**src/rtl/pwm_capture_pkg.sv**
```systemverilog
// Shared definitions for the PWM capture block.
// Optional build macro: PWM_CAPTURE_DEGLITCH_EN (3-cycle glitch filter on the
// synchronised PWM level).
package pwm_capture_pkg;

  // Measurement FSM; encodings match the legacy 2-bit state register.
  typedef enum logic [1:0] {
    IDLE  = 2'd0,
    MEAS  = 2'd1,
    STUCK = 2'd2
  } state_t;

  // Default generator counter width; measurement width is N+1.
  localparam int unsigned DEFAULT_N           = 8;
  localparam int unsigned DEFAULT_SYNC_STAGES = 2;

  // Consecutive disagreeing samples needed before the filtered level follows.
  localparam int unsigned DEGLITCH_RUN = 3;

  // Measurement width for a given generator counter width.
  function automatic int unsigned meas_width(input int unsigned n);
    return n + 1;
  endfunction

endpackage

```
**src/rtl/pwm_edge_sync.sv**
```systemverilog
// Front end of the PWM capture block: synchroniser for the asynchronous PWM
// line, optional glitch filter (PWM_CAPTURE_DEGLITCH_EN), and rising-edge
// detector. Outputs the usable line level and a one-cycle rise pulse.
module pwm_edge_sync
  import pwm_capture_pkg::*;
#(
  parameter int unsigned SYNC_STAGES = DEFAULT_SYNC_STAGES
) (
  input  logic clk,
  input  logic reset,
  input  logic pwm_in,
  output logic level,
  output logic rise
);

  // Fewer than two stages would leave the line metastability-exposed.
  localparam int unsigned STAGES = (SYNC_STAGES < 2) ? 2 : SYNC_STAGES;

  logic [STAGES-1:0] sync_q;
  logic              s;
  logic              prev_q;

  // Shift the raw line through the synchroniser chain.
  always_ff @(posedge clk) begin
    if (reset) begin
      sync_q <= '0;
    end else begin
      sync_q <= {sync_q[STAGES-2:0], pwm_in};
    end
  end

  assign s = sync_q[STAGES-1];

`ifdef PWM_CAPTURE_DEGLITCH_EN
  logic       filt_q;
  logic [1:0] run_q;

  // Filtered level follows s only after DEGLITCH_RUN consecutive disagreeing samples.
  always_ff @(posedge clk) begin
    if (reset) begin
      filt_q <= 1'b0;
      run_q  <= '0;
    end else if (s == filt_q) begin
      run_q <= '0;
    end else if (run_q == 2'(DEGLITCH_RUN - 1)) begin
      filt_q <= s;
      run_q  <= '0;
    end else begin
      run_q <= run_q + 2'd1;
    end
  end

  assign level = filt_q;
`else
  assign level = s;
`endif

  // Previous level, for rising-edge detection.
  always_ff @(posedge clk) begin
    if (reset) begin
      prev_q <= 1'b0;
    end else begin
      prev_q <= level;
    end
  end

  assign rise = level & ~prev_q;

endmodule

```
**src/rtl/pwm_capture.sv**
```systemverilog
// PWM capture: measures high time and period (rising edge to rising edge) of
// an asynchronous PWM line in clk cycles, strobes valid on each completed
// period, and flags a line that has had no rising edge for MAX cycles.
// Optional build macro: PWM_CAPTURE_DEGLITCH_EN (handled in pwm_edge_sync).
module pwm_capture
  import pwm_capture_pkg::*;
#(
  parameter int unsigned N           = DEFAULT_N,
  parameter int unsigned SYNC_STAGES = DEFAULT_SYNC_STAGES
) (
  input  logic         clk,
  input  logic         reset,
  input  logic         pwm_in,
  output logic [N:0]   high_time,
  output logic [N:0]   period,
  output logic         valid,
  output logic         stuck,
  output logic         stuck_lvl
);

  localparam int unsigned W   = meas_width(N);
  localparam logic [W-1:0] MAX = '1;
  localparam logic [W-1:0] ONE = W'(1);

  logic         level;
  logic         rise;
  logic [W-1:0] per_q;
  logic [W-1:0] hi_q;
  logic         at_max;
  logic         go_stuck;
  state_t       state_q;

  pwm_edge_sync #(
    .SYNC_STAGES(SYNC_STAGES)
  ) u_edge_sync (
    .clk   (clk),
    .reset (reset),
    .pwm_in(pwm_in),
    .level (level),
    .rise  (rise)
  );

  // Saturating period and high-time counters, restarted at 1 on every rise.
  always_ff @(posedge clk) begin
    if (reset) begin
      per_q <= '0;
      hi_q  <= '0;
    end else if (rise) begin
      per_q <= ONE;
      hi_q  <= ONE;
    end else begin
      if (per_q != MAX) begin
        per_q <= per_q + ONE;
      end
      if (level && (hi_q != MAX)) begin
        hi_q <= hi_q + ONE;
      end
    end
  end

  assign at_max   = (per_q == MAX);
  // A rise on the saturation cycle wins: it is a normal measurement.
  assign go_stuck = ((state_q == IDLE) || (state_q == MEAS)) && !rise && at_max;

  // Measurement FSM and registered outputs.
  always_ff @(posedge clk) begin
    if (reset) begin
      state_q   <= IDLE;
      valid     <= 1'b0;
      stuck     <= 1'b0;
      stuck_lvl <= 1'b0;
      high_time <= '0;
      period    <= '0;
    end else begin
      valid <= 1'b0;
      unique case (state_q)
        IDLE: begin
          // The partial first period is never reported.
          if (rise) begin
            state_q <= MEAS;
          end
        end
        MEAS: begin
          if (rise) begin
            high_time <= hi_q;
            period    <= per_q;
            valid     <= 1'b1;
          end
        end
        STUCK: begin
          if (rise) begin
            state_q <= MEAS;
            stuck   <= 1'b0;
          end
        end
        default: state_q <= IDLE;
      endcase

      if (go_stuck) begin
        state_q   <= STUCK;
        valid     <= 1'b1;
        stuck     <= 1'b1;
        stuck_lvl <= level;
        period    <= MAX;
        high_time <= level ? MAX : '0;
      end
    end
  end

endmodule

```
**config.mk**
```make
export PLATFORM = sky130hd
export DESIGN_NAME = pwm_capture
export DESIGN_NICKNAME = d
export VERILOG_FILES = /design/src/rtl/pwm_capture_pkg.sv /design/src/rtl/pwm_edge_sync.sv /design/src/rtl/pwm_capture.sv
export SDC_FILE = /design/constraint.sdc
export NUM_CORES = 1
export LEC_CHECK = 0
export ABC_AREA = 1
export CAP_MARGIN = 20
export CELL_PAD_IN_SITES_DETAIL_PLACEMENT = 0
export CELL_PAD_IN_SITES_GLOBAL_PLACEMENT = 1
export CORE_MARGIN = 10
export CORE_UTILIZATION = 25
export CTS_BUF_LIST = sky130_fd_sc_hd__clkbuf_4
export CTS_CLUSTER_SIZE = 25
export DETAILED_ROUTE_END_ITERATION = 16
export PLACE_DENSITY = 0.57
export SETUP_SLACK_MARGIN = 0.5
export SLEW_MARGIN = 20
export SYNTH_ARGS = -nofsm -noshare
export SYNTH_HDL_FRONTEND = slang
export SYNTH_SLANG_ARGS = --single-unit
export TNS_END_PERCENT = 100
```
**constraint.sdc**
```tcl
create_clock -name clk -period 2.3 [get_ports clk]
set_clock_uncertainty 0.15 [all_clocks]
set_input_delay 0.46 -clock clk [delete_from_list [all_inputs] [get_ports clk]]
set_output_delay 0.46 -clock clk [all_outputs]
set_load 0.1 [all_outputs]
```
After elaboration in Yosys (flattened, before gate mapping) --
Index checks and enable logic that the tools add are counted.
Word-level totals: word-level logic and storage cells 64, bits of input ports 3, output and inout port bits 21, bits in registers 44
Operators by class: mux-type cells 20, add/subtract/negate cells 2, equality and inequality tests 8, reduce and logical (&&, ||, !) cells 18, bitwise operators 3
Operators by type and width (count):
- 2-to-1 mux 9 bit | 7
- adder 9 x 1 -> 9 bit (second input constant) | 2
- inequality test 9 bit (second input constant) | 2
- 2-to-1 mux 1 bit | 10
- nonzero test 2 bit | 5
- equality test 9 bit (second input constant) | 1
- AND reduction 2 bit | 4
- OR reduction 2 bit | 3
- 2-to-1 mux 2 bit | 2
- one-hot mux 2 bit (2 select lines) | 1
- logical AND 1 bit | 3
- inequality test 3 x 1 -> 1 bit (second input constant) | 1
- equality test 2 x 1 -> 1 bit (second input constant) | 1
- equality test 2 bit (second input constant) | 1
- zero test 2 bit | 1
- inequality test 2 x 1 -> 1 bit (second input constant) | 1
- inequality test 2 bit (second input constant) | 1
- NOT 1 bit | 2
- AND 1 bit | 1
- zero test 1 bit | 1
- logical OR 1 bit | 1

Longest topological paths before layout --
Gate-level depths: netlist of the first run.
depth in word-level cells 7, mapped depth 14, gate-level depth less buffers 14

By module --
A second synthesis of the first run with hierarchy kept.
Unflattened totals: cells, all modules 259, area total of the unflattened synthesis 1934.4 sq um
By module, submodules not included:
- pwm_capture | area an instance 1848.0 sq um, seq. area each 820.8 sq um, times used 1, cells each 249
- pwm_edge_sync | area an instance 86.3 sq um, seq. area each 60.1 sq um, times used 1, cells each 10

Worst setup path before layout of the first run --
Ideal clock, no wire load.
kind flip-flop to flip-flop, start reg per_q[0], end reg high_time[0], setup time 0.065 ns, setup slack 0.382 ns, data arrival time 1.702 ns, cell stages (with the launch flop) 14, required time 2.085 ns, path buffers 1, clock period less this slack 1.918 ns, cells stage by stage dfxtp_1 > ha_1 > nand2_1 > inv_1 > nand3_1 > nor2_1 > ha_1 > buf_6 > nand2_1 > nor2_2 > nand2_2 > o21ai_0 > nor2_1 > nor2_1
Between the ends: cells in the longest elaborated chain, start to end 4, elaborated cells between the ends (all ways) 6, classes of those cells eq/ne: 1; mux: 1; reduce/logical: 4
RTL lines:
- from (decl) | line pwm_capture.sv:27 | logic [W-1:0] per_q;
- from (signal assigned) | line pwm_capture.sv:53 | per_q <= per_q + ONE;
- equality test 9 bit (*) | line pwm_capture.sv:61 | assign at_max = (per_q == MAX);
- logical AND 1 bit (*) | line pwm_capture.sv:63 | assign go_stuck = ((state_q == IDLE) || (state_q == MEAS)) && !rise && at_max;
- nonzero test 2 bit (no line)
- AND reduction 2 bit (no line)
- to (signal assigned) | line pwm_capture.sv:85 | high_time <= hi_q;
- to (signal assigned) | line pwm_capture.sv:105 | high_time <= level ? MAX : '0;
- to (decl) | line pwm_capture.sv:14 | output logic [N:0] high_time,
Every way passes the cells marked *; elsewhere a longest branch is shown, timed or not. A chain may end at the register's enable or synchronous reset.

Worst setup path in the final report of the first run --
start reg per_q[1], end reg high_time[8]
The elaborated chain is that of the path after synthesis.

==> impl_metrics.env, run 1 <==
export IMPL_outcome="finished clean"
export IMPL_dpl_instance_area_um2=2241
export IMPL_dp_hpwl_mm=3.502
export IMPL_synth_xor_area_frac=0.004682
export IMPL_num_rows=31
export IMPL_hold_ws_ns=0.2586
export IMPL_cp_max_fo=5
export IMPL_final_common_cell="buf_4"
export IMPL_grt_pass1_wl_mm=8.369
export IMPL_ir_worst_vdd_v=0.0001898
export IMPL_final_nets=316
export IMPL_clock_latency_ns=0.36
export IMPL_tritoncts="built"
export IMPL_p_seq_frac=0.555
export IMPL_htree_levels=2
export IMPL_fin_ws_ns=0.5110
export IMPL_layout_common_cells="buf_4, nor2_1, dfxtp_1"
export IMPL_hold_violations=0
export IMPL_tightest_slew_ns=0.3687
export IMPL_drt_iter0_markers=50
export IMPL_async_reset_ff_frac=0
export IMPL_holdBufCountCts=0
export IMPL_synth_main_ff_cell="dfxtp_1"
export IMPL_cp_arrival_ns=1.91
export IMPL_synth_top_family_by_area="simple AND/OR/NAND/NOR gates"
export IMPL_intPower_mw=1.062
export IMPL_die_h_um=106.5
export IMPL_clock_sinks=44
export IMPL_ant_nets=0
export IMPL_gp_congestion=0.7298
export IMPL_crit_path_start_kind="flip-flop"
export IMPL_max_freq_mhz=559.0
export IMPL_fin_setup_tns_ns=0
export IMPL_seq_area_frac_synth=0.4709
export IMPL_ys_ff_latch=44
export IMPL_initial_utilization=0.2579
export IMPL_drc=0
export IMPL_min_path_type="reg2reg"
export IMPL_n_antenna_cell=0
export IMPL_synth_edf_count=0
export IMPL_pin_count=24
export IMPL_pwr_share_clk=0.354
export IMPL_syn_avg_cell_area_um2=7.364
export IMPL_drive_above_1_share=0.3613
export IMPL_io_buffers=23
export IMPL_grt_max_degree=14
export IMPL_pwr_share_comb=0.091
export IMPL_grt_pass1_vias=1685
export IMPL_synth_cells=254
export IMPL_p_leak_nw=1.135
export IMPL_die_x_um=106.5
export IMPL_ys_warn_count=0
export IMPL_p_sw_frac=0.2524
export IMPL_fin_crit_sh=0.7778
export IMPL_syn_nets=261
export IMPL_die_area_um2=11340
export IMPL_cp_end_kind="flip-flop"
export IMPL_maxCapViolCount=0
export IMPL_power_switching_uw=358.5
export IMPL_syn_to_final_growth_pct=44.48
export IMPL_routed_wl_mm=5.206
export IMPL_drt_pre_antenna_iters=4
export IMPL_muxShareOfSynthArea=0
export IMPL_crit_type="reg2reg"
export IMPL_synthAdderAreaFrac=0.02676
export IMPL_ys_types=24
export IMPL_clk_path_buf_depth=2
export IMPL_rsz0062_at_grt="true"
export IMPL_slew_viol_final=0
export IMPL_synthSimpleGateAreaFrac=0.2716
export IMPL_design_area_um2=2703
export IMPL_setup_viol=0
export IMPL_min_period_ns=1.789
export IMPL_antenna_found_initial=0
export IMPL_gr_total_overflow=0
export IMPL_cts_root_buf="clkbuf_4"
export IMPL_clkSlewWorstSetupHoldPaths_ns=0.13
export IMPL_slew_headroom=0.7533
export IMPL_critPathRequiredTime_ns=2.42
export IMPL_routedWlPerCell_um=12.73
export IMPL_vias=1749
export IMPL_cts_buffers=5
export IMPL_core_um2=7253
export IMPL_viasPerCell=4.276
export IMPL_synth_compound_area_frac=0.1431
export IMPL_fin_util=0.3726
export IMPL_dp_slack_ns=0.2203
export IMPL_powerDensity_nw_per_um2=525.6
export IMPL_grt_util_all_layers=0.09049
export IMPL_netlist_area_um2=1871
[per-stage QoR]
step | power, mW | std cells
2_1_floorplan | 0.8783 | 254
3_3_place_gp | 0.9143 | 382
3_5_place_dp | 0.9141 | 382
4_1_cts | 1.433 | 399
5_1_grt | 1.477 | 409
6_report | 1.421 | 409
[area by class of cell]
cell class	instances	area [um2]
repair buffers	51	415.4
well taps	99	123.9
multi-input cells	175	1060
flip-flops and latches	44	893.4
inverters	32	130.1
clock inverters	2	35.03
clock buffers	6	45.04
fillers	794	4551
[metal layers]
metal | global-route usage | part of all wire | vias to the layer above
li1 | - | - | 916
met1 | 0.1080 | 0.45 | 808
met2 | 0.1581 | 0.51 | 18
met3 | 0.02234 | 0.026 | 7
met4 | 0.02321 | 0.011 | 0
met5 | 0 | 0 | -
[power groups by stage]
stage / combinational, mW / sequential [mW] / clock, mW
finish: 0.130 / 0.788 / 0.502
global route: 0.144 / 0.790 / 0.543
CTS: 0.124 / 0.788 / 0.521
detailed placement: 0.110 / 0.804 / 0
global placement: 0.110 / 0.804 / 0
floorplan: 0.0470 / 0.831 / 0
[final timing paths]
check	start	to	slack [ns]	depth (start not counted)
worst max-delay path	per_q[1]$_SDFFE_PP0P_	high_time[8]$_SDFFE_PP0P_	0.51	12
worst max register to register	per_q[1]$_SDFFE_PP0P_	high_time[8]$_SDFFE_PP0P_	0.51	12
worst min register to register	u_edge_sync.sync_q[0]$_SDFF_PP0_	u_edge_sync.sync_q[1]$_SDFF_PP0_	0.26	2
worst min-delay path	u_edge_sync.sync_q[0]$_SDFF_PP0_	u_edge_sync.sync_q[1]$_SDFF_PP0_	0.26	2
[flip-flops by register name, indices dropped and copies added (netlist names)]
name / count
hi_q: 9
high_time: 9
per_q: 9
period: 9
state_q: 2
stuck: 1
stuck_lvl: 1
u_edge_sync.prev_q: 1
u_edge_sync.sync_q: 2
valid: 1
[critical path, stage by stage (launching register included)]
cell,delay (ns)
dfxtp_2,0.38
ha_4,0.14
nand2_2,0.05
inv_2,0.06
nand3_2,0.08
nor2_4,0.12
ha_4,0.18
nand3_4,0.13
buf_6,0.18
nand2_1,0.06
nand2_1,0.05
nor2_1,0.08
nor2_1,0.05
[logic make-up after synthesis]
family	count (synthesis)
compound gates	53
xor+xnor	1
fa+ha+maj	4
buf+inv	37
flops	44
simple gates	115
[synth_stat cells, types with 2 or more instances]
cell type / count / area [um2]
nor2_2: 2 / 12.51
nand3_1: 8 / 40.04
nand4_1: 3 / 18.77
clkbuf_1: 2 / 7.510
nand2_1: 44 / 165.2
inv_1: 29 / 108.9
dfxtp_1: 44 / 880.8
a21oi_1: 19 / 95.09
o21ai_1: 6 / 30.03
buf_6: 2 / 22.52
ha_1: 4 / 50.05
o21ai_0: 27 / 135.1
inv_2: 2 / 7.510
nor2_1: 50 / 187.7
nand2_2: 3 / 18.77
[repair_timing]
item                                    4_1_cts  5_1_grt
gates cloned                                  1        1
pin swaps                                    17       17
gates resized for setup                      46       21
endpoints found under the setup margin       34       32
buffers inserted                              8        9
Note: power is estimated with default switching activity, not from simulation.
==> inputs of run 2 (changes only) <==
--- a/config.mk
+++ b/config.mk
@@ -14,7 +14,7 @@
 export CTS_BUF_LIST = sky130_fd_sc_hd__clkbuf_4
 export CTS_CLUSTER_SIZE = 25
 export DETAILED_ROUTE_END_ITERATION = 16
-export PLACE_DENSITY = 0.57
+export PLACE_DENSITY = 0.59
 export SETUP_SLACK_MARGIN = 0.5
 export SLEW_MARGIN = 20
 export SYNTH_ARGS = -nofsm -noshare
==> constraint.sdc (replaced) <==
create_clock -name clk -period 1.5 [get_ports clk]
set_clock_uncertainty 0.15 [all_clocks]
set_input_delay 0.3 -clock clk [delete_from_list [all_inputs] [get_ports clk]]
set_output_delay 0.3 -clock clk [all_outputs]
set_load 0.1 [all_outputs]
==> impl_metrics.env, run 2 (synthesis results as in run 1) <==
export IMPL_outcome="finished, violations left"
export IMPL_violations="setup timing"
export IMPL_initial_utilization=0.2579
export IMPL_slew_viol_final=0
export IMPL_dp_hpwl_mm=3.770
export IMPL_design_area_um2=3402
export IMPL_ant_nets=0
export IMPL_powerDensity_nw_per_um2=651.5
export IMPL_m1WireLength_mm=2.413
export IMPL_grt_util_all_layers=0.09845
export IMPL_cp_end_kind="flip-flop"
export IMPL_maxCapViolCount=0
export IMPL_seqCellArea_um2=957.2
export IMPL_tritoncts="built"
export IMPL_holdCritStartpoint="u_edge_sync.sync_q[0]$_SDFF_PP0_"
export IMPL_viasPerCell=4.389
export IMPL_tightest_slew_ns=0.2503
export IMPL_dpl_instance_area_um2=2858
export IMPL_htree_levels=2
export IMPL_antenna_found_initial=0
export IMPL_r2r_setup_slack_ns=-0.35
export IMPL_die_x_um=106.5
export IMPL_gr_total_overflow=0
export IMPL_grt_max_degree=15
export IMPL_crit_path_start_kind="flip-flop"
export IMPL_drc=0
export IMPL_grt_pass1_wl_mm=9.039
export IMPL_routed_wl_mm=5.332
export IMPL_holdPathEnd="u_edge_sync.sync_q[1]$_SDFF_PP0_"
export IMPL_crit_path_max_incr_delay_ns=0.38
export IMPL_die_h_um=106.5
export IMPL_cts_root_buf="clkbuf_4"
export IMPL_drive_above_1_share=0.5343
export IMPL_layout_common_cells="buf_4, nor2_1, nand2_1"
export IMPL_cp_arrival_ns=1.98
export IMPL_drt_pre_antenna_iters=6
export IMPL_die_area_um2=11340
export IMPL_setup_viol=41
export IMPL_hold_ws_ns=0.2669
export IMPL_pin_count=24
export IMPL_clkSlewWorstSetupHoldPaths_ns=0.15
export IMPL_r2r_end="high_time[2]$_SDFFE_PP0P_"
export IMPL_fillCellCount=714
export IMPL_dr_wl_met2_mm=2.643
export IMPL_min_period_ns=1.851
export IMPL_final_nets=341
export IMPL_reg2regPathDepth=13
export IMPL_n_antenna_cell=0
export IMPL_num_rows=31
export IMPL_slew_headroom=0.8331
export IMPL_max_freq_mhz=540.2
export IMPL_cp_slowest_cell="dfxtp_2"
export IMPL_core_um2=7253
export IMPL_drt_iter0_markers=35
export IMPL_min_path_type="reg2reg"
export IMPL_final_common_cell="buf_4"
export IMPL_cp_cell_sequence="ha_4 > nand2_2 > inv_2 > nand3_4 > nor2_4 > ha_4 > nand2_2 > nor2_4 > buf_12 > buf_4 > o21ai_2 > nor2_1 > nor2_1"
export IMPL_whs_path_depth=2
export IMPL_syn_to_final_growth_pct=81.87
export IMPL_cts_buffers=5
export IMPL_rsz0062_at_grt="true"
export IMPL_crit_type="reg2reg"
export IMPL_clk_path_buf_depth=2
export IMPL_maxUsedRoutingLayer="met4"
export IMPL_multiInputGateArea_um2=1144
export IMPL_routedWlPerCell_um=12.29
export IMPL_dp_cells=408
export IMPL_io_buffers=23
export IMPL_p_leak_nw=1.381
export IMPL_rr_startpoint="per_q[1]$_SDFFE_PP0P_"
export IMPL_wl_met3_um=224
export IMPL_hold_violations=0
export IMPL_clock_sinks=44
export IMPL_stdcell_count=434
export IMPL_fin_crit_sh=1.234
export IMPL_gp_congestion=0.7636
export IMPL_grt_pass1_vias=1903
export IMPL_clock_latency_ns=0.37
export IMPL_fin_ws_ns=-0.3513
export IMPL_cp_max_fo=8
export IMPL_vias=1905
export IMPL_fin_setup_tns_ns=-8.481
export IMPL_critPathRequiredTime_ns=1.63
export IMPL_ir_worst_vdd_v=0.0003027
-- run 2: how the worst max path moves through the flow --
stage          depth (start not counted)                   from                   endpoint  slack, ns
2_1_floorplan                         12  per_q[1]$_SDFFE_PP0P_  high_time[1]$_SDFFE_PP0P_      -0.28
3_3_place_gp                          14  per_q[0]$_SDFFE_PP0P_      per_q[7]$_SDFFE_PP0P_      -0.41
3_5_place_dp                          14  per_q[0]$_SDFFE_PP0P_      per_q[7]$_SDFFE_PP0P_      -0.40
4_1_cts                               13  per_q[1]$_SDFFE_PP0P_  high_time[7]$_SDFFE_PP0P_      -0.36
5_1_grt                               12  per_q[4]$_SDFFE_PP0P_  high_time[2]$_SDFFE_PP0P_      -0.44
6_report                              13  per_q[1]$_SDFFE_PP0P_  high_time[2]$_SDFFE_PP0P_      -0.35
-- run 2: per-stage QoR --
stage | worst slack [ns] | total power, mW | util
global placement | -0.4140 | 1.434 | 0.3940
global route | -0.4363 | 2.315 | 0.4690
detailed placement | -0.4022 | 1.435 | 0.3940
CTS | -0.3635 | 2.230 | 0.4395
floorplan | -0.2783 | 1.332 | -
finish | -0.3513 | 2.216 | 0.4690
-- run 2: layer usage --
metal	up-vias	GRT usage
met5	-	0
met4	0	0.03772
met3	5	0.02778
met2	30	0.1670
met1	891	0.1150
li1	979	-
-- run 2: area by class of cell --
type                    count  share of cell area
repair buffers             77              0.2814
inverters                  32             0.04119
clock buffers               5             0.01103
well taps                  99             0.03641
clock inverters             3             0.01250
flip-flops and latches     44              0.2814
multi-input cells         174              0.3362
-- run 2: timing repair --
action,4_1_cts,5_1_grt
cloned,2,0
pin swaps,24,17
endpoints found under the setup margin,65,62
hold buffers,0,0
buffers inserted,7,9
gates resized for setup,48,39
-- run 2: worst max-delay path, delay by kind of cell, from the launching register on --
kind / cells / cell delay (ns)
buf+inv: 3 / 0.34
flops: 1 / 0.38
simple gates: 7 / 0.53
compound gates: 1 / 0.05
fa+ha+maj: 2 / 0.30
-- run 2: power breakdown --
part           total (mW)  internal, mW  switching (mW)
logic               0.259         0.113           0.146
registers            1.18          1.16          0.0182
clock network       0.774         0.348           0.427
==> inputs of run 3 (changes only) <==
--- a/config.mk
+++ b/config.mk
@@ -14,7 +14,8 @@
 export CTS_BUF_LIST = sky130_fd_sc_hd__clkbuf_4
 export CTS_CLUSTER_SIZE = 25
 export DETAILED_ROUTE_END_ITERATION = 16
-export PLACE_DENSITY = 0.59
+export PLACE_DENSITY = 0.57
+export RECOVER_POWER = 100
 export SETUP_SLACK_MARGIN = 0.5
 export SLEW_MARGIN = 20
 export SYNTH_ARGS = -nofsm -noshare
==> constraint.sdc (replaced) <==
create_clock -name clk -period 2 [get_ports clk]
set_clock_uncertainty 0.15 [all_clocks]
set_input_delay 0.4 -clock clk [delete_from_list [all_inputs] [get_ports clk]]
set_output_delay 0.4 -clock clk [all_outputs]
set_load 0.1 [all_outputs]
==> impl_metrics.env, run 3 (synthesis results as in run 1) <==
export IMPL_cp_end_kind="flip-flop"
export IMPL_max_freq_mhz=536.2
export IMPL_cp_cell_sequence="ha_4 > nand2_2 > inv_1 > nand3_2 > nor2_4 > ha_4 > nand3_4 > buf_4 > clkbuf_1 > buf_6 > a21oi_2"
export IMPL_grt_pass1_wl_mm=8.224
export IMPL_drc=0
export IMPL_ant_nets=0
export IMPL_p_leak_nw=1.176
export IMPL_htree_levels=2
export IMPL_outcome="finished clean"
export IMPL_cp_max_fo=7
export IMPL_slew_viol_final=0
export IMPL_dp_hpwl_mm=3.581
export IMPL_clock_sinks=44
export IMPL_die_x_um=106.5
export IMPL_gr_total_overflow=0
export IMPL_crit_type="reg2reg"
export IMPL_grt_pass1_vias=1676
export IMPL_gp_congestion=0.7165
export IMPL_layout_common_cells="nor2_1, dfxtp_1, nand2_1"
export IMPL_powerDensity_nw_per_um2=547.6
export IMPL_critPathRequiredTime_ns=2.14
export IMPL_cp_arrival_ns=2.00
export IMPL_dp_cells=384
export IMPL_slew_headroom=0.5897
export IMPL_setup_viol=0
export IMPL_tritoncts="built"
export IMPL_crit_path_max_incr_delay_ns=0.39
export IMPL_crit_path_start_kind="flip-flop"
export IMPL_final_common_cell="nor2_1"
export IMPL_antenna_found_initial=0
export IMPL_io_buffers=23
export IMPL_fin_crit_sh=0.9324
export IMPL_cts_buffers=5
export IMPL_rsz0062_at_grt="true"
export IMPL_n_antenna_cell=0
export IMPL_grt_max_degree=19
export IMPL_vias=1768
export IMPL_clock_latency_ns=0.35
export IMPL_min_path_type="reg2reg"
export IMPL_pin_count=24
export IMPL_fillCellCount=762
export IMPL_fin_setup_tns_ns=0
export IMPL_stdcell_count=414
export IMPL_routedWlPerCell_um=12.04
export IMPL_cts_root_buf="clkbuf_4"
export IMPL_core_um2=7253
export IMPL_critical_path_top_delay_family="buffers and inverters"
export IMPL_maxCapViolCount=0
export IMPL_drt_pre_antenna_iters=4
export IMPL_die_h_um=106.5
export IMPL_drive_above_1_share=0.4571
export IMPL_holdBufCountCts=0
export IMPL_clkSlewWorstSetupHoldPaths_ns=0.14
export IMPL_syn_to_final_growth_pct=60.13
export IMPL_grt_util_all_layers=0.08861
export IMPL_min_period_ns=1.865
export IMPL_hold_violations=0
export IMPL_cp_slowest_cell="dfxtp_4"
export IMPL_drt_iter0_markers=59
export IMPL_worst_path_buf_inv=4
export IMPL_clk_path_buf_depth=2
export IMPL_viasPerCell=4.271
export IMPL_critPathMostFrequentCell="ha_4"
export IMPL_die_area_um2=11340
export IMPL_routed_wl_mm=4.983
export IMPL_ir_worst_vdd_v=0.0003529
export IMPL_tightest_slew_ns=0.6154
export IMPL_final_nets=321
export IMPL_num_rows=31
export IMPL_initial_utilization=0.2579
run 3: cell count changes in the layout (fill, tap and decap cells not counted), sizes merged:
cell / delta
buf: -33
dlygate4sd3: +1
clkinvlp: -1
dlygate4sd2: -1
clkbuf: +14
run 3: worst paths after layout:
check / from / to / slack [ns] / cells past startpoint
setup / recovery: per_q[0]$_SDFFE_PP0P_ / stuck$_SDFFE_PP0P_ / 0.14 / 11
hold reg to reg: u_edge_sync.sync_q[0]$_SDFF_PP0_ / u_edge_sync.sync_q[1]$_SDFF_PP0_ / 0.28 / 2
setup reg to reg: per_q[0]$_SDFFE_PP0P_ / stuck$_SDFFE_PP0P_ / 0.14 / 11
hold / removal: u_edge_sync.sync_q[0]$_SDFF_PP0_ / u_edge_sync.sync_q[1]$_SDFF_PP0_ / 0.28 / 2
run 3: what timing repair did:
action / 4_1_cts / 5_1_grt
setup buffers: 11 / 10
endpoints found under the hold margin: 0 / 0
endpoints found under the setup margin: 62 / 55
pin swaps: 27 / 28
gates resized for setup: 57 / 61
gates cloned: 1 / 0
run 3: worst reg2reg max path: stages (launching register included):
cell and delay, ns:
dfxtp_4 0.39, ha_4 0.14, nand2_2 0.04, inv_1 0.08, nand3_2 0.10, nor2_4 0.11, ha_4 0.17, nand3_4 0.10
buf_4 0.19, clkbuf_1 0.11, buf_6 0.11, a21oi_2 0.12
run 3: where the power goes:
group	leakage [nW]	switching (mW)	internal (mW)
Combinational	0.766	0.103	0.0609
Clock	0.0456	0.297	0.276
Sequential	0.365	0.0154	0.888
Total	1.18	0.415	1.23
run 3: final cells by class:
| cell class | count | area [um2] | share of cell area |
|---|---|---|---|
| Clock buffer | 6 | 45.04 | 0.01504 |
| Sequential cell | 44 | 914.6 | 0.3053 |
| Tap cell | 99 | 123.9 | 0.04135 |
| Inverter | 32 | 140.1 | 0.04678 |
| Clock inverter | 2 | 35.03 | 0.01170 |
| Timing Repair Buffer | 57 | 589.3 | 0.1967 |
| Multi-Input combinational cell | 174 | 1147 | 0.3830 |
run 3: per-stage QoR:
stage	setup slack [ns]	total power [mW]	hold slack, ns	cell area, um2	utilization
2_1_floorplan	0.2038	1.018	0.2383	1953	-
6_report	0.1352	1.640	0.2757	2995	0.4130
5_1_grt	0.04166	1.722	0.3005	2995	0.4130
3_5_place_dp	0.01060	1.073	0.2510	2580	0.3557
4_1_cts	0.1511	1.668	0.2753	2908	0.4009
3_3_place_gp	0.02411	1.074	0.2545	2580	0.3557
run 3: per-layer routing:
layer | up-vias | global-route usage | wire length (um)
met2 | 27 | 0.1325 | 2277
met3 | 4 | 0.02234 | 177
li1 | 934 | - | -
met5 | - | 0 | 0
met1 | 803 | 0.1188 | 2472
met4 | 0 | 0.03482 | 57
==> RTL edit 1 (config.mk and constraints of run 2) <==
Change the package constant `DEFAULT_N` from 8 to 12.
--- a/src/rtl/pwm_capture_pkg.sv
+++ b/src/rtl/pwm_capture_pkg.sv
@@ -11,7 +11,7 @@
   } state_t;
 
   // Default generator counter width; measurement width is N+1.
-  localparam int unsigned DEFAULT_N           = 8;
+  localparam int unsigned DEFAULT_N           = 12;
   localparam int unsigned DEFAULT_SYNC_STAGES = 2;
 
   // Consecutive disagreeing samples needed before the filtered level follows.
Ports: changed (resized high_time and period); port bits go from 24 to 32. The function was not compared with the original's and may differ.
==> RTL edit 1 against run 2 <==
  * The flow still finishes with violations (negative setup slack)
  * Sequential power rose by 35%
  * Sequential cell count rose by 16
  * Power rose by 54%
  * Wire length rose by 61%
  * Maximum frequency rose by 17%
  * First-iteration DRC count rose to 3.8 times the old value
  * Setup slack improved by 270 ps
  * Design area rose by 42%
  * Synthesized area rose by 52%
  * Critical path type unchanged
  * Highest routed layer unchanged
==> RTL edit 1: results (changes against run 2) <==
- Via count: 2867 (+50%)
- Worst R2R Path Depth: 9 (-4)
- Worst-path fanout max: 14 (+6)
- Worst Hold Path EP: per_q[0]$_SDFFE_PP0P_
- Routability-driven placement congestion ratio: 0.791 (+3.6%)
- Seq/Total Area, Yosys: 42.2% (-4.9 points)
- Starting DRT DRC Count: 133 (+280%)
- WHS Path Cells: 3 (+1)
- Max Root-Sink Buffers: 2 (unchanged)
- Slowest CP cell: dfxtp_4
- Top post-synthesis cells by area: dfxtp_1, nand2_1, nor2_1
- Top cells by count, synth: nand2_1, nor2_1, dfxtp_1
- # port buffers: 31 (+35%)
- Sw Pwr: 0.843 mW (+43%)
- Post-synth ARST share: 0% (unchanged)
- Largest net degree at the start of global routing: 29 (+14)
- Worst-skew pair later-pin latency: 420 ps (+50 ps)
- Setup TNS Final: -1820 ps (+6660 ps)
- Yosys warns: 0 (unchanged)
- Crit-path max cell delay: 370 ps
- Post-synth cell types: 31 (+29%)
- Layout cell share with drive strength beyond 1: 51.0% (-2.4 points)
- WHS: 228 ps (-38.6 ps)
- Worst setup margin: -79.6 ps (+272 ps)
- P_leak: 2.09 nW (+51%)
- Fillers: 1101 (+54%)
- Cell Count, Final, Fillers Out: 635 (+46%)
- Violated checks: negative setup slack
- Worst hold path type: in -> reg
- Placed Cells incl. Taps: 602 (+48%)
- First-pass GRT wire length: 13900 µm (+54%)
- Setup Viol. Count Final: 44 (+7.3%)
- Hpwl dp: 5800 µm (+54%)
- Vias in the first global route: 2757 (+45%)
- Layout Nets: 494 (+45%)
- Total GRT Usage: 10.5% (+0.69 points)
- Top cell type's share of synthesized area: 42.2% (-4.9 points)
- Slew margin rel.: 79.1% (-4.2 points)
- Drt wl/cell: 13.5 µm (+10%)
- Worst setup path endpoint: state_q[0]$_SDFFE_PP0P_
- Status: finished with violations
- HP Start: reset
- H-tree levels: 3 (+1)
- DR pass1 iterations: 4 (-2)
- Arrival @ worst endpoint: 1740 ps (-240 ps)
- Worst Setup SP: per_q[0]$_SDFFE_PP0P_
- Initial antenna violation count: 1 (+1)
- VDD IR max: 314 µV (+3.9%)
- Register clock-pin slew on the reported worst setup and hold paths: 100 ps (-50 ps)
- CTS buffer count: 9 (+4)
- Clk root buf: clkbuf_4
- Cell count after synthesis: 398 (+57%)
==> RTL edit 1: cell types whose count changed after synthesis, sizes merged, moves of 3 or more <==
cell	delta
a21oi	+4
buf	+6
clkbuf	+3
dfxtp	+16
nand2	+58
nand3	+8
nand3b	+16
nor2	+17
nor3	+3
or2	+5
xnor2	+3
xor2	+3
==> RTL edit 1: cell type report <==
| cell class | instances | area share [%] |
|---|---|---|
| Multi-Input combinational cell | 293 | 37.4 |
| Tap cell | 140 | 3.62 |
| Inverter | 32 | 2.85 |
| Clock inverter | 5 | 2.07 |
| Sequential cell | 60 | 27.6 |
| Timing Repair inverter | 1 | 0.129 |
| Clock buffer | 11 | 1.71 |
| Timing Repair Buffer | 92 | 24.5 |
| Antenna cell | 1 | 0.0518 |
==> RTL edit 1: what timing repair did <==
item,in CTS,in global routing
buffers inserted,9,3
pin swaps,7,29
endpoints found under the setup margin,87,86
cloned,2,2
resized for setup,47,64
==> RTL edit 1: cells by family (layout without fill, tap and decap cells) <==
group / Yosys count / in the layout / share of synthesized area (%)
other cells: 0 / 1 / 0
buf+inv: 46 / 141 / 7.30
simple gates: 224 / 225 / 36.4
xor+xnor: 7 / 7 / 2.15
compound gates: 59 / 59 / 11.0
fa+ha+maj: 2 / 2 / 0.879
flops: 60 / 60 / 42.2
==> RTL edit 1: per-stage QoR <==
stage	cell area, µm²	worst slack (ps)
floorplan	3060	-28.8
global placement	4130	-150
detailed placement	4130	-160
CTS	4560	-73.7
global route	4830	-153
finish	4830	-79.6
==> RTL edit 1: per-layer routing <==
layer,global-route usage [%],vias up,part of all wire (%)
li1,-,1478,-
met1,14.0,1333,50
met2,15.8,44,44
met3,2.25,12,4.1
met4,5.22,0,2.1
met5,0,-,0
==> RTL edit 1: power groups by stage <==
stage / Clock [mW] / Combinational, mW / Sequential [mW]
after floorplan: 0 / 0.101 / 1.69
after global placement: 0 / 0.277 / 1.63
after detailed placement: 0 / 0.277 / 1.63
after CTS: 1.55 / 0.309 / 1.59
after global routing: 1.61 / 0.345 / 1.59
final: 1.50 / 0.322 / 1.59
==> RTL edit 1: critical path: cells and delay by family, from the launching register on <==
family	cells	cell delay, ps
buffers and inverters	4	480
adder cells (fa/ha/maj)	1	130
AO/OA/AOI/OAI	1	100
AND/OR/NAND/NOR	3	260
flip-flops	1	370
==> RTL edit 2 (config.mk and constraints of run 2) <==
Made on the original files. The 3 states of `state_t` get a one-hot encoding in 3 bits.
--- a/src/rtl/pwm_capture_pkg.sv
+++ b/src/rtl/pwm_capture_pkg.sv
@@ -4,10 +4,10 @@
 package pwm_capture_pkg;
 
   // Measurement FSM; encodings match the legacy 2-bit state register.
-  typedef enum logic [1:0] {
-    IDLE  = 2'd0,
-    MEAS  = 2'd1,
-    STUCK = 2'd2
+  typedef enum logic [2:0] {
+    IDLE  = 3'b001,
+    MEAS  = 3'b010,
+    STUCK = 3'b100
   } state_t;
 
   // Default generator counter width; measurement width is N+1.
Function: same outputs for any inputs over 10 cycles, from zero or initial values and one cycle with reset high; not proved beyond that.
==> RTL edit 2 against run 2 <==
  * The run still ends with negative setup slack left
  * Power shrank 1.9%
  * Critical path type unchanged
  * Setup slack better by 5.6 ps
  * Global-route usage grew 0.14 points
  * Core utilization fell by 0.16 points
  * Cell count rose by 10%
  * Clock power barely moved
  * Design area rose by 6.7%
  * Synthesized cell count up 13%
  * Die area up 6.1%
  * Wire length grew 7.3%
  * Non-clock buffer count up 9
  * Sequential cell count is 1 higher
  * Synthesized area rose by 7.6%
==> RTL edit 2: results (changes against run 2) <==
- Worst setup margin: -346 ps (+5.56 ps)
- Fillers: 774 (+8.4%)
- Violated checks: negative setup slack
- Buffering overhead: 27.9% (-0.19 points)
- Worst hold path type: in -> reg
- Inverter count: 50 (+56%)
- Worst Hold Path EP: valid$_SDFF_PP0_
- Complex-gate fraction of the synthesized area: 11.1% (-3.2 points)
- Non-clk bufs: 86 (+12%)
- Setup Viol. Count Final: 42 (+2.4%)
- Post-CTS setup buffer count: 8 (+1)
- Status: finished with violations
- Layout cell share with drive strength beyond 1: 56.5% (+3.1 points)
- Starting DRT DRC Count: 74 (+110%)
- Worst R2R Path Depth: 11 (-2)
- Vias in the first global route: 2053 (+7.9%)
- Place WS: -447 ps (-44.9 ps)
- Fraction of area in registers: 27.1% (-1.1 points)
- Seq/Total Area, Yosys: 44.8% (-2.3 points)
- Fraction of area in multi-input gates: 33.8% (+0.19 points)
- Initial antenna violation count: 1 (+1)
- DR pass1 iterations: 4 (-2)
- Clk_buf instances: 6 (+1)
- Slew @ Worst Pin: 313 ps (+62.5 ps)
- Antenna cells: 1 (+1)
- Drt wl/cell: 12.0 µm (-2.6%)
- Post-Synth Adder-Cell Area: 2.49% (-0.19 points)
- CTS-repair resized insts: 47 (-2.1%)
- Reg2Reg Capture Point: high_time[7]$_SDFFE_PP0P_
- Int Pwr: 1.65 mW (+1.4%)
- Dpl cell area: 3100 µm² (+8.3%)
- HP Start: reset
- Hpwl dp: 4150 µm (+10%)
- Total GRT Usage: 9.99% (+0.14 points)
- Layout Nets: 381 (+12%)
## RTL edit 2: changes by cell type after synthesis, moves of 2 or more
cell	delta
nor3_1	+6
o21bai_1	+5
buf_4	+2
nand3_1	+10
nand3b_1	+4
inv_1	+20
o21ai_1	-6
nand4_1	-2
nor2_1	-15
o21ai_0	-13
buf_2	+2
or2_2	+3
nand2_1	+23
## RTL edit 2: cell families after synthesis
family / after synthesis
compound gates: 41
fa+ha+maj: 4
buf+inv: 57
flops: 45
simple gates: 141
## RTL edit 2: per-stage QoR
| stage | utilization (%) | instances | TNS (ps) |
|---|---|---|---|
| floorplan | - | 288 | -7680 |
| global placement | 39.9 | 451 | -11210 |
| detailed placement | 39.9 | 451 | -12350 |
| CTS | 43.7 | 468 | -9500 |
| global route | 46.7 | 478 | -15480 |
| finish | 46.7 | 478 | -10250 |
## RTL edit 2: per-layer routing
layer | wire (µm) | part of all wire, %
met5 | 0 | 0
met4 | 82 | 1.4
met3 | 251 | 4.4
met2 | 2740 | 48
met1 | 2640 | 46
